### config.mk
export PLATFORM = sky130hd
export DESIGN_NAME = pll_drp_reconfig
export DESIGN_NICKNAME = d
export VERILOG_FILES = /design/src/rtl/pll_reconfig_pkg.sv /design/src/rtl/pll_drp_reconfig_sync_2ff.sv /design/src/rtl/pll_drp_reconfig.sv
export SDC_FILE = /design/constraint.sdc
export NUM_CORES = 1
export LEC_CHECK = 0
export ABC_AREA = 1
export CELL_PAD_IN_SITES_DETAIL_PLACEMENT = 2
export CELL_PAD_IN_SITES_GLOBAL_PLACEMENT = 2
export CORE_ASPECT_RATIO = 1.1
export CORE_UTILIZATION = 35
export CTS_CLUSTER_SIZE = 24
export DETAILED_ROUTE_END_ITERATION = 10
export PLACE_DENSITY = 0.86
export SLEW_MARGIN = 20
export SYNTH_ARGS = -nofsm -noshare
export SYNTH_HDL_FRONTEND = slang
export SYNTH_SLANG_ARGS = --single-unit
### constraint.sdc
create_clock -name clk -period 2.5 [get_ports clk]
set_input_delay 0.25 -clock clk [delete_from_list [all_inputs] [get_ports clk]]
set_output_delay 0.25 -clock clk [all_outputs]
set_load 0.02 [all_outputs]
### src/rtl/pll_reconfig_pkg.sv
// Shared definitions for the PLLE2_ADV DRP reconfiguration sequencer.
package pll_reconfig_pkg;

  localparam int DRP_AW = 7;
  localparam int DRP_DW = 16;

  localparam logic [1:0] ERR_NONE = 2'd0;
  localparam logic [1:0] ERR_DRDY = 2'd1;
  localparam logic [1:0] ERR_LOCK = 2'd2;

  typedef logic [3:0] state_t;

  localparam state_t ST_IDLE      = 4'd0;
  localparam state_t ST_HOLD      = 4'd1;
  localparam state_t ST_RD        = 4'd2;
  localparam state_t ST_WAIT_RD   = 4'd3;
  localparam state_t ST_WR        = 4'd4;
  localparam state_t ST_WAIT_WR   = 4'd5;
  localparam state_t ST_NEXT      = 4'd6;
  localparam state_t ST_REL       = 4'd7;
  localparam state_t ST_WAIT_LOCK = 4'd8;
  localparam state_t ST_DONE      = 4'd9;
  localparam state_t ST_ERR       = 4'd10;

  // Mask bit 1 keeps the value read back from the PLL, 0 takes the new bit.
  function automatic logic [DRP_DW-1:0] drp_merge(input logic [DRP_DW-1:0] rd_val,
                                                  input logic [DRP_DW-1:0] mask,
                                                  input logic [DRP_DW-1:0] data);
    return (rd_val & mask) | (data & ~mask);
  endfunction

endpackage

### src/rtl/pll_drp_reconfig_sync_2ff.sv
// Two-flop synchronizer for asynchronous status inputs such as PLL LOCKED.
module sync_2ff #(
  parameter int WIDTH = 1
) (
  input  logic             clk,
  input  logic             rst,
  input  logic [WIDTH-1:0] d,
  output logic [WIDTH-1:0] q
);

  logic [WIDTH-1:0] meta_q, meta_d;
  logic [WIDTH-1:0] sync_q, sync_d;

  // The first stage may go metastable; the second gives it a full cycle to settle.
  always_comb begin
    meta_d = d;
    sync_d = meta_q;
  end

  // Synchronizer stages, cleared by the synchronous reset.
  always_ff @(posedge clk) begin
    if (rst) begin
      meta_q <= '0;
      sync_q <= '0;
    end else begin
      meta_q <= meta_d;
      sync_q <= sync_d;
    end
  end

  assign q = sync_q;

endmodule

### src/rtl/pll_drp_reconfig.sv
// Run-time PLLE2_ADV reconfiguration sequencer: holds the PLL in reset,
// read-modify-writes a table of DRP registers, then waits for stable lock.
module pll_drp_reconfig
  import pll_reconfig_pkg::*;
#(
  parameter int NUM_ENTRIES  = 8,
  parameter int RST_HOLD     = 4,
  parameter int DRDY_TIMEOUT = 255,
  parameter int LOCK_TIMEOUT = 65535,
  parameter int LOCK_STABLE  = 16
) (
  input  logic                             clk,
  input  logic                             rst,
  input  logic                             tbl_we,
  input  logic [$clog2(NUM_ENTRIES)-1:0]   tbl_idx,
  input  logic [DRP_AW-1:0]                tbl_addr,
  input  logic [DRP_DW-1:0]                tbl_mask,
  input  logic [DRP_DW-1:0]                tbl_data,
  input  logic                             start,
  input  logic [$clog2(NUM_ENTRIES):0]     count,
  output logic                             busy,
  output logic                             done,
  output logic                             error,
  output logic [1:0]                       err_code,
  output logic [DRP_AW-1:0]                drp_daddr,
  output logic [DRP_DW-1:0]                drp_di,
  input  logic [DRP_DW-1:0]                drp_do,
  output logic                             drp_den,
  output logic                             drp_dwe,
  input  logic                             drp_drdy,
  output logic                             pll_rst,
  input  logic                             pll_locked
);

  localparam int IW  = $clog2(NUM_ENTRIES);
  localparam int CW  = IW + 1;
  localparam int HW  = $clog2(RST_HOLD) + 1;
  localparam int DCW = $clog2(DRDY_TIMEOUT) + 1;
  localparam int LCW = $clog2(LOCK_TIMEOUT) + 1;
  localparam int SCW = $clog2(LOCK_STABLE) + 1;

  localparam logic [CW-1:0]  MAX_CNT     = CW'(NUM_ENTRIES);
  localparam logic [HW-1:0]  HOLD_LAST   = HW'(RST_HOLD - 1);
  localparam logic [DCW-1:0] DRDY_LAST   = DCW'(DRDY_TIMEOUT - 1);
  localparam logic [LCW-1:0] LOCK_LAST   = LCW'(LOCK_TIMEOUT - 1);
  localparam logic [SCW-1:0] STABLE_LAST = SCW'(LOCK_STABLE - 1);

  logic [DRP_AW-1:0] tbl_addr_mem [NUM_ENTRIES];
  logic [DRP_DW-1:0] tbl_mask_mem [NUM_ENTRIES];
  logic [DRP_DW-1:0] tbl_data_mem [NUM_ENTRIES];

  state_t            state_q, state_d;
  logic [CW-1:0]     idx_q, idx_d;
  logic [CW-1:0]     count_q, count_d;
  logic [HW-1:0]     hold_cnt_q, hold_cnt_d;
  logic [DCW-1:0]    drdy_cnt_q, drdy_cnt_d;
  logic [LCW-1:0]    lock_cnt_q, lock_cnt_d;
  logic [SCW-1:0]    stable_cnt_q, stable_cnt_d;
  logic [DRP_AW-1:0] drp_daddr_q, drp_daddr_d;
  logic [DRP_DW-1:0] drp_di_q, drp_di_d;
  logic [1:0]        err_code_q, err_code_d;
  logic              busy_q, busy_d;
  logic              done_q, done_d;
  logic              error_q, error_d;
  logic              drp_den_q, drp_den_d;
  logic              drp_dwe_q, drp_dwe_d;
  logic              pll_rst_q, pll_rst_d;
  logic [CW-1:0]     count_clamped;
  logic              lock_s;

  sync_2ff #(.WIDTH(1)) u_lock_sync (
    .clk (clk),
    .rst (rst),
    .d   (pll_locked),
    .q   (lock_s)
  );

  // Table entries are writable only while no sequence is using them.
  always_ff @(posedge clk) begin
    if (tbl_we && !busy_q) begin
      tbl_addr_mem[tbl_idx] <= tbl_addr;
      tbl_mask_mem[tbl_idx] <= tbl_mask;
      tbl_data_mem[tbl_idx] <= tbl_data;
    end
  end

  // Sequencer next-state: the DRP address/data registers load on the way into RD/WR.
  always_comb begin
    state_d      = state_q;
    idx_d        = idx_q;
    count_d      = count_q;
    hold_cnt_d   = hold_cnt_q;
    drdy_cnt_d   = drdy_cnt_q;
    lock_cnt_d   = lock_cnt_q;
    stable_cnt_d = stable_cnt_q;
    drp_daddr_d  = drp_daddr_q;
    drp_di_d     = drp_di_q;
    err_code_d   = err_code_q;
    count_clamped = (count > MAX_CNT) ? MAX_CNT : count;
    case (state_q)
      ST_IDLE: begin
        if (start) begin
          err_code_d = ERR_NONE;
          if (count_clamped == '0) begin
            state_d = ST_DONE;
          end else begin
            state_d    = ST_HOLD;
            count_d    = count_clamped;
            idx_d      = '0;
            hold_cnt_d = '0;
          end
        end
      end
      ST_HOLD: begin
        if (hold_cnt_q >= HOLD_LAST) begin
          state_d     = ST_RD;
          drp_daddr_d = tbl_addr_mem[idx_q[IW-1:0]];
        end else begin
          hold_cnt_d = hold_cnt_q + 1'b1;
        end
      end
      ST_RD: begin
        drdy_cnt_d = '0;
        state_d    = ST_WAIT_RD;
      end
      ST_WAIT_RD: begin
        if (drp_drdy) begin
          state_d  = ST_WR;
          drp_di_d = drp_merge(drp_do, tbl_mask_mem[idx_q[IW-1:0]],
                               tbl_data_mem[idx_q[IW-1:0]]);
        end else if (drdy_cnt_q >= DRDY_LAST) begin
          state_d    = ST_ERR;
          err_code_d = ERR_DRDY;
        end else begin
          drdy_cnt_d = drdy_cnt_q + 1'b1;
        end
      end
      ST_WR: begin
        drdy_cnt_d = '0;
        state_d    = ST_WAIT_WR;
      end
      ST_WAIT_WR: begin
        if (drp_drdy) begin
          state_d = ST_NEXT;
        end else if (drdy_cnt_q >= DRDY_LAST) begin
          state_d    = ST_ERR;
          err_code_d = ERR_DRDY;
        end else begin
          drdy_cnt_d = drdy_cnt_q + 1'b1;
        end
      end
      ST_NEXT: begin
        idx_d = idx_q + 1'b1;
        if (idx_d < count_q) begin
          state_d     = ST_RD;
          drp_daddr_d = tbl_addr_mem[idx_d[IW-1:0]];
        end else begin
          state_d = ST_REL;
        end
      end
      ST_REL: begin
        lock_cnt_d   = '0;
        stable_cnt_d = '0;
        state_d      = ST_WAIT_LOCK;
      end
      ST_WAIT_LOCK: begin
        if (lock_s && (stable_cnt_q >= STABLE_LAST)) begin
          state_d = ST_DONE;
        end else begin
          stable_cnt_d = lock_s ? stable_cnt_q + 1'b1 : '0;
          if (lock_cnt_q >= LOCK_LAST) begin
            state_d    = ST_ERR;
            err_code_d = ERR_LOCK;
          end else begin
            lock_cnt_d = lock_cnt_q + 1'b1;
          end
        end
      end
      ST_DONE: state_d = ST_IDLE;
      ST_ERR:  state_d = ST_IDLE;
      default: state_d = ST_IDLE;
    endcase
  end

  // Outputs are decoded from the next state so they leave the block as clean flops.
  always_comb begin
    busy_d    = !((state_d == ST_IDLE) || (state_d == ST_DONE) || (state_d == ST_ERR));
    done_d    = (state_d == ST_DONE);
    error_d   = (state_d == ST_ERR);
    drp_den_d = (state_d == ST_RD) || (state_d == ST_WR);
    drp_dwe_d = (state_d == ST_WR);
    pll_rst_d = (state_d == ST_HOLD) || (state_d == ST_RD) || (state_d == ST_WAIT_RD) ||
                (state_d == ST_WR) || (state_d == ST_WAIT_WR) || (state_d == ST_NEXT);
  end

  // State and output registers; reset aborts any run and releases the PLL.
  always_ff @(posedge clk) begin
    if (rst) begin
      state_q      <= ST_IDLE;
      idx_q        <= '0;
      count_q      <= '0;
      hold_cnt_q   <= '0;
      drdy_cnt_q   <= '0;
      lock_cnt_q   <= '0;
      stable_cnt_q <= '0;
      drp_daddr_q  <= '0;
      drp_di_q     <= '0;
      err_code_q   <= ERR_NONE;
      busy_q       <= 1'b0;
      done_q       <= 1'b0;
      error_q      <= 1'b0;
      drp_den_q    <= 1'b0;
      drp_dwe_q    <= 1'b0;
      pll_rst_q    <= 1'b0;
    end else begin
      state_q      <= state_d;
      idx_q        <= idx_d;
      count_q      <= count_d;
      hold_cnt_q   <= hold_cnt_d;
      drdy_cnt_q   <= drdy_cnt_d;
      lock_cnt_q   <= lock_cnt_d;
      stable_cnt_q <= stable_cnt_d;
      drp_daddr_q  <= drp_daddr_d;
      drp_di_q     <= drp_di_d;
      err_code_q   <= err_code_d;
      busy_q       <= busy_d;
      done_q       <= done_d;
      error_q      <= error_d;
      drp_den_q    <= drp_den_d;
      drp_dwe_q    <= drp_dwe_d;
      pll_rst_q    <= pll_rst_d;
    end
  end

  assign busy      = busy_q;
  assign done      = done_q;
  assign error     = error_q;
  assign err_code  = err_code_q;
  assign drp_daddr = drp_daddr_q;
  assign drp_di    = drp_di_q;
  assign drp_den   = drp_den_q;
  assign drp_dwe   = drp_dwe_q;
  assign pll_rst   = pll_rst_q;

endmodule
**Yosys cells after proc, flatten, opt, wreduce, memory -nomap -nowiden**

Memory sizes are Yosys's and may differ from the RTL's. A register that Yosys moved wholly into a read port is not among the register bits.
Cells that the tools add are included.

- Register bits: 79
- RAM bits: 312
- Input bits: 68
- Output and inout bits: 31
- Word-level logic and storage cells: 140
- Memories kept: 3

- $add $sub $neg: 5
- Order comparisons: 6
- Equality and inequality tests: 27
- Muxes and demuxes: 44
- Bitwise gates (word level): 5
- Reductions and logical operators: 32

Memories:

| memory | depth | bits a word | read ports | clocked after Yosys merged registers in | wr ports | line | RTL |
|---|---|---|---|---|---|---|---|
| tbl_data_mem | 8 | 16 | 1 | 1 | 1 | pll_drp_reconfig.sv:50 | `logic [DRP_DW-1:0] tbl_data_mem [NUM_ENTRIES];` |
| tbl_mask_mem | 8 | 16 | 1 | 1 | 1 | pll_drp_reconfig.sv:49 | `logic [DRP_DW-1:0] tbl_mask_mem [NUM_ENTRIES];` |
| tbl_addr_mem | 8 | 7 | 2 | 1 | 1 | pll_drp_reconfig.sv:48 | `logic [DRP_AW-1:0] tbl_addr_mem [NUM_ENTRIES];` |

Operators by type and width:

| kind | number |
|---|---|
| 4-bit 2-to-1 mux | 11 |
| 4-bit case mux with 9 select lines | 1 |
| 17-bit 2-to-1 mux | 2 |
| 17-bit case mux with 2 select lines | 1 |
| 16-bit AND | 2 |
| 3-bit 2-to-1 mux | 10 |
| 4-bit by 3-bit equality test with 1-bit output, second input constant | 7 |
| 2-bit != test, second input constant | 10 |
| 9-bit 2-to-1 mux | 2 |
| 9-bit case mux with 2 select lines | 1 |
| 17-bit by 1-bit adder with 17-bit output, second input constant | 1 |
| 17-bit by 16-bit greater-or-equal comparator with 1-bit output, second input constant | 1 |
| 4-bit by 2-bit equality test with 1-bit output, second input constant | 4 |
| 16-bit NOT | 1 |
| 16-bit OR | 1 |
| 3-bit AND reduction | 5 |
| 7-bit 2-to-1 mux | 2 |
| 7-bit case mux with 2 select lines | 1 |
| 4-bit equality test, second input constant | 3 |
| 4-bit zero test | 3 |
| 2-bit 2-to-1 mux | 5 |
| 5-bit 2-to-1 mux | 2 |
| 5-bit case mux with 2 select lines | 1 |
| 2-bit nonzero test | 5 |
| other kinds (24) | 37 |

**Depth between registers and ports, before layout**

Gate-level depths: netlist (run 1).

- Word-level depth: 12
- Mapped depth: 14
- Gate-level depth less buffers: 14

**Hierarchy**

Synthesis (run 1) repeated with hierarchy kept, for this count alone.

- Cell total of the unflattened synthesis: 1590
- Area, all modules: 16746.1 sq um

Modules (own cells, without submodules):

| module | instances | cells an instance | area an instance (sq um) | seq. area each (sq um) |
|---|---|---|---|---|
| pll_drp_reconfig | 1 | 1584 | 16691.0 | 10970.5 |
| sync_2ff | 1 | 6 | 55.1 | 40.0 |

**Least setup slack after synthesis (run 1)**

Ideal clock, no wire load.

- Path type: register to register
- From: reg busy_q, in the netlist busy
- To: mem tbl_addr_mem[0][0] (enable)
- Setup time: 435 ps
- Arrival time: 2262 ps
- Data required time: 2065 ps
- Path slack: -198 ps
- Stages on the path, launching flop included: 4
- Path buffers: 0
- Clock period less this slack: 2698 ps
- Cell sequence: dfxtp_1 > nor2_1 > nand2_1 > nor2_1

- Longest elaborated chain between the ends: 4

RTL lines:

| element | line | RTL |
|---|---|---|
| start, declared | pll_drp_reconfig.sv:62 | `logic busy_q, busy_d;` |
| start signal, assigned | pll_drp_reconfig.sv:226 | `busy_q <= busy_d;` |
| 1-bit zero test | pll_drp_reconfig.sv:80 | `if (tbl_we && !busy_q) begin` |
| 1-bit logical AND | pll_drp_reconfig.sv:80 |  |
| 1-bit 2-to-1 mux | pll_drp_reconfig.sv:80 |  |
| 1-bit 2-to-1 mux (implied by the code) | pll_drp_reconfig.sv:81 | `tbl_addr_mem[tbl_idx] <= tbl_addr;` |
| end, declared | pll_drp_reconfig.sv:48 |  |

No other way between the ends.

**Final worst setup path (run 1)**

- From: reg idx_q[0]
- To: reg busy_q, in the netlist busy

- Longest elaborated chain between the ends: 8
- Elaborated cells between the ends (all ways): 10
- Those cells by class: add/sub: 1; order compare: 1; eq/ne: 2; mux: 2; reduce/logical: 4

RTL lines:

| element | line | RTL |
|---|---|---|
| start, declared | pll_drp_reconfig.sv:53 | `logic [CW-1:0] idx_q, idx_d;` |
| start signal, assigned | pll_drp_reconfig.sv:217 | `idx_q <= idx_d;` |
| 4-bit by 1-bit adder with 4-bit output * | pll_drp_reconfig.sv:153 | `idx_d = idx_q + 1'b1;` |
| 4-bit < comparator * | pll_drp_reconfig.sv:154 | `if (idx_d < count_q) begin` |
| 3-bit 2-to-1 mux * | pll_drp_reconfig.sv:154 |  |
| 4-bit case mux with 9 select lines * | pll_drp_reconfig.sv:100 | `case (state_q)` |
| 4-bit equality test or 4-bit zero test (tied branches) | pll_drp_reconfig.sv:187 | `busy_d = !((state_d == ST_IDLE) \|\| (state_d == ST_DONE) \|\| (state_d == ST_ERR));` |
| 1-bit logical OR | pll_drp_reconfig.sv:187 |  |
| 1-bit logical OR * | pll_drp_reconfig.sv:187 |  |
| 1-bit zero test * | pll_drp_reconfig.sv:187 |  |

Mark *: on every way between the ends. The rest lies on a longest branch, timed or not.
A chain may end at the register's enable or synchronous reset.

==> metrics, run 1 <==
status=finished, final reports clean; total global routing overflow=0; First-pass DRT Iterations=5; Routed WL=56.2 mm; Max-slew headroom=64.0%; CP Max Fanout=17; CP required=2.98 ns; root buffer cell=clkbuf_16; RD Place Congestion=0.860; Placed Instances=2314; Die Y=231 um; Seq/Total Area, Yosys=65.8%; worst-skew pair later-pin latency=0.58 ns; #FFs+latches synth=~400; synth unique cells=37; Vias=about 13k; Period minus WS final=2.33 ns; Overall Power=14.7 mW; asr flop ratio synth=0%; Least-Margin Pin Slew=0.538 ns; CP Capture Type=flop; Synth Flop Type=edfxtp_1; Hold Path Depth=2; Max Slew Vio Count=0; DR WL/cell=23.4 um; Worst R2R Path Depth=12; Worst-path clk slew=0.07 ns; total die area=48700 um^2; largest net degree at the start of global routing=49; total track usage=approximately a quarter; row count=83; Max Cap Violations=0; Lkg Pwr=6.98 nW; CTS Sinks=394; Via-to-Cell Ratio=around 5.4; Layout area overhead=20.2%; FF-to-FF Start=idx_q[0]; crit-path max cell delay=around 0.36 ns; clk buf depth=3; fill count=slightly below 5k; CP arrival=roughly 2.8 ns; placed cell area=approximately 19000 um^2; post-route insts no fill=2397; Pwr Density=731 nW/um^2; Clock Skew=between 0.015 and 0.02 ns; area used by multi-input combinational logic=about 5100 um^2; Placeable Area=46900 um^2; CP startpoint=idx_q[0]; Design Area, Final=20100 um^2; CTS Hold Buffers Added=0; DR DRC count=0; Synth area leader=edfxtp_1; Post-synth EDFFs=312; slowest CP cell=dfxtp_1; syn_nets=between 1.5k and 2k; RSZ-0062 raised after global routing=no; Reg area=between 10000 and 15000 um^2; final core occ=42.9%; Fmax=0.429 GHz; Die Wd=211 um; Synth area leaders=edfxtp_1 56%, dfxtp_1 9.8%, o21ai_0 6.9%; hold slack=0.0476 ns; Period Utilization, post-route=93.2%; Worst Setup Start Kind=flop; DR iter-0 viols=722; post-CTS setup buffer count=0; Hold Crit Start=rst; CTS tree=done; share of cells above drive strength 1=8.36%; Worst IR Drop VDD=about 600 uV; initial antenna violation count=1; vias in the first global route=14.5k; Port Buffer Count=98; Layout Nets=~1.8k; setup violators final=0; first-pass GRT wire length=85.7 mm; synth warn=0; IO Count=99; H-tree depth=2; synthesized instance count=1623; synthesized area per cell=10.3 um^2; Num CTS Buffers=44; critical path class=reg2reg; Min-Delay Path Class=in2reg; DP HPWL=36.6 mm; initial core utilization=35.7%; CP Cell Sequence=buf_6, nand3_1, xnor2_1, ha_1, a21oi_1, nand2_1, nand2_1, nand3_1, nor2_2, nand3_1, nand2_1, nor2_1; Final Hold Viols=0; Routed Antenna Nets=0; Yosys top cell area share=between 50% and 60%; synthesized cell area=16700 um^2
cell type report:
class	count	area share, %
Antenna cell	2	0.0249
Clock buffer	56	5.85
Clock inverter	25	1.19
Inverter	91	1.70
Multi-Input combinational cell	1058	25.4
Sequential cell	394	54.7
Tap cell	637	3.96
Timing Repair Buffer	134	7.14
report_power, final:
part	internal, mW	total (mW)	switching, mW
Clock	3.75	6.48	2.73
Combinational	0.299	0.871	0.572
Sequential	7.27	7.36	0.0909
logic make-up (layout without fill, tap and decap cells):
group,after synthesis,count (layout),synth area share [%]
DFF,394,394,65.8
adders and majority gates,12,12,0.897
xor gates and xnor gates,18,18,0.942
and+or+nand+nor,637,637,16.0
AOI/OAI and AO/OA,391,391,12.3
other,0,2,0
buffers and inverters,171,306,4.10
metrics by stage:
step,setup TNS (ns),setup WS (ns)
3_3_place_gp,0,0.307
6_report,0,0.169
4_1_cts,0,0.0713
3_5_place_dp,0,0.0904
5_1_grt,0,0.0150
2_1_floorplan,-61.69,-0.198
flip-flops by register name, indices dropped and copies added (netlist names), 5 cells and up, named ones only:
name,cells
tbl_data_mem,128
drp_daddr,7
stable_cnt_q,5
drp_di,16
tbl_addr_mem,56
lock_cnt_q,17
tbl_mask_mem,128
drdy_cnt_q,9
cells in the mapped netlist, types with 2 or more instances:
| master | count |
|---|---|
| a21o_1 | 7 |
| nor2_1 | 301 |
| ha_1 | 12 |
| buf_6 | 2 |
| buf_2 | 18 |
| nand3b_1 | 8 |
| o22ai_1 | 18 |
| buf_4 | 2 |
| dfxtp_1 | 82 |
| nor3_1 | 5 |
| edfxtp_1 | 312 |
| inv_1 | 81 |
| nand2_2 | 3 |
| xnor2_1 | 5 |
| nand2_1 | 217 |
| a211oi_1 | 6 |
| nand2_4 | 3 |
| o211ai_1 | 13 |
| xor2_1 | 13 |
| a21oi_1 | 99 |
| nor2_2 | 7 |
| clkbuf_1 | 53 |
| inv_2 | 9 |
| o21ai_0 | 232 |
| buf_1 | 5 |
| nand3_1 | 50 |
| nand4_1 | 31 |
| nor2_4 | 6 |
| or2_2 | 3 |
| o21ai_1 | 13 |
final timing paths:
check / slack [ns] / endpoint
setup / recovery: 0.17 / busy
hold / removal: 0.05 / u_lock_sync.meta_q
setup reg to reg: 0.17 / busy
hold reg to reg: 0.41 / u_lock_sync.q
cell usage in the layout (no fill, tap or decap), types with 12 or more instances in the layout:
master / n
a21oi_1: 99
buf_12: 15
buf_4: 20
clkbuf_16: 44
clkdlybuf4s50_1: 97
clkinv_2: 12
dfxtp_1: 80
edfxtp_1: 312
ha_1: 12
inv_1: 81
nand2_1: 216
nand3_1: 50
nand4_1: 31
nor2_1: 293
nor2_4: 14
o211ai_1: 13
o21ai_0: 232
o21ai_1: 13
o22ai_1: 18
xor2_1: 13
repair_timing:
| action | in CTS | in global routing |
|---|---|---|
| hold endpoints to repair | 0 | 0 |
| endpoints found under the setup margin | 0 | 8 |
| resized for setup | 0 | 2 |
critical path: cells and delay by family, from the launching register on:
kind            cells  cell delay, ns
compound gates      1            0.23
xor+xnor            1            0.20
fa+ha+maj           1            0.28
buf+inv             1            0.21
flops               1            0.36
simple gates        8            0.96
layer usage:
metal	GRT usage [%]	wire, um	vias up
li1	-	-	5852
met1	25.8	21800	6557
met2	44.3	30000	295
met3	3.60	2170	125
met4	9.71	2220	0
met5	0	0	-
Note: power is estimated with default switching activity, not from simulation.
==> inputs of run 2 (changes only) <==
--- a/config.mk
+++ b/config.mk
@@ -13,6 +13,7 @@
 export CTS_CLUSTER_SIZE = 24
 export DETAILED_ROUTE_END_ITERATION = 10
 export PLACE_DENSITY = 0.86
+export SKIP_CTS_REPAIR_TIMING = 1
 export SLEW_MARGIN = 20
 export SYNTH_ARGS = -nofsm -noshare
 export SYNTH_HDL_FRONTEND = slang
==> results of run 2 <==
The final DEF is identical to that of run 1; final timing and power are the same.
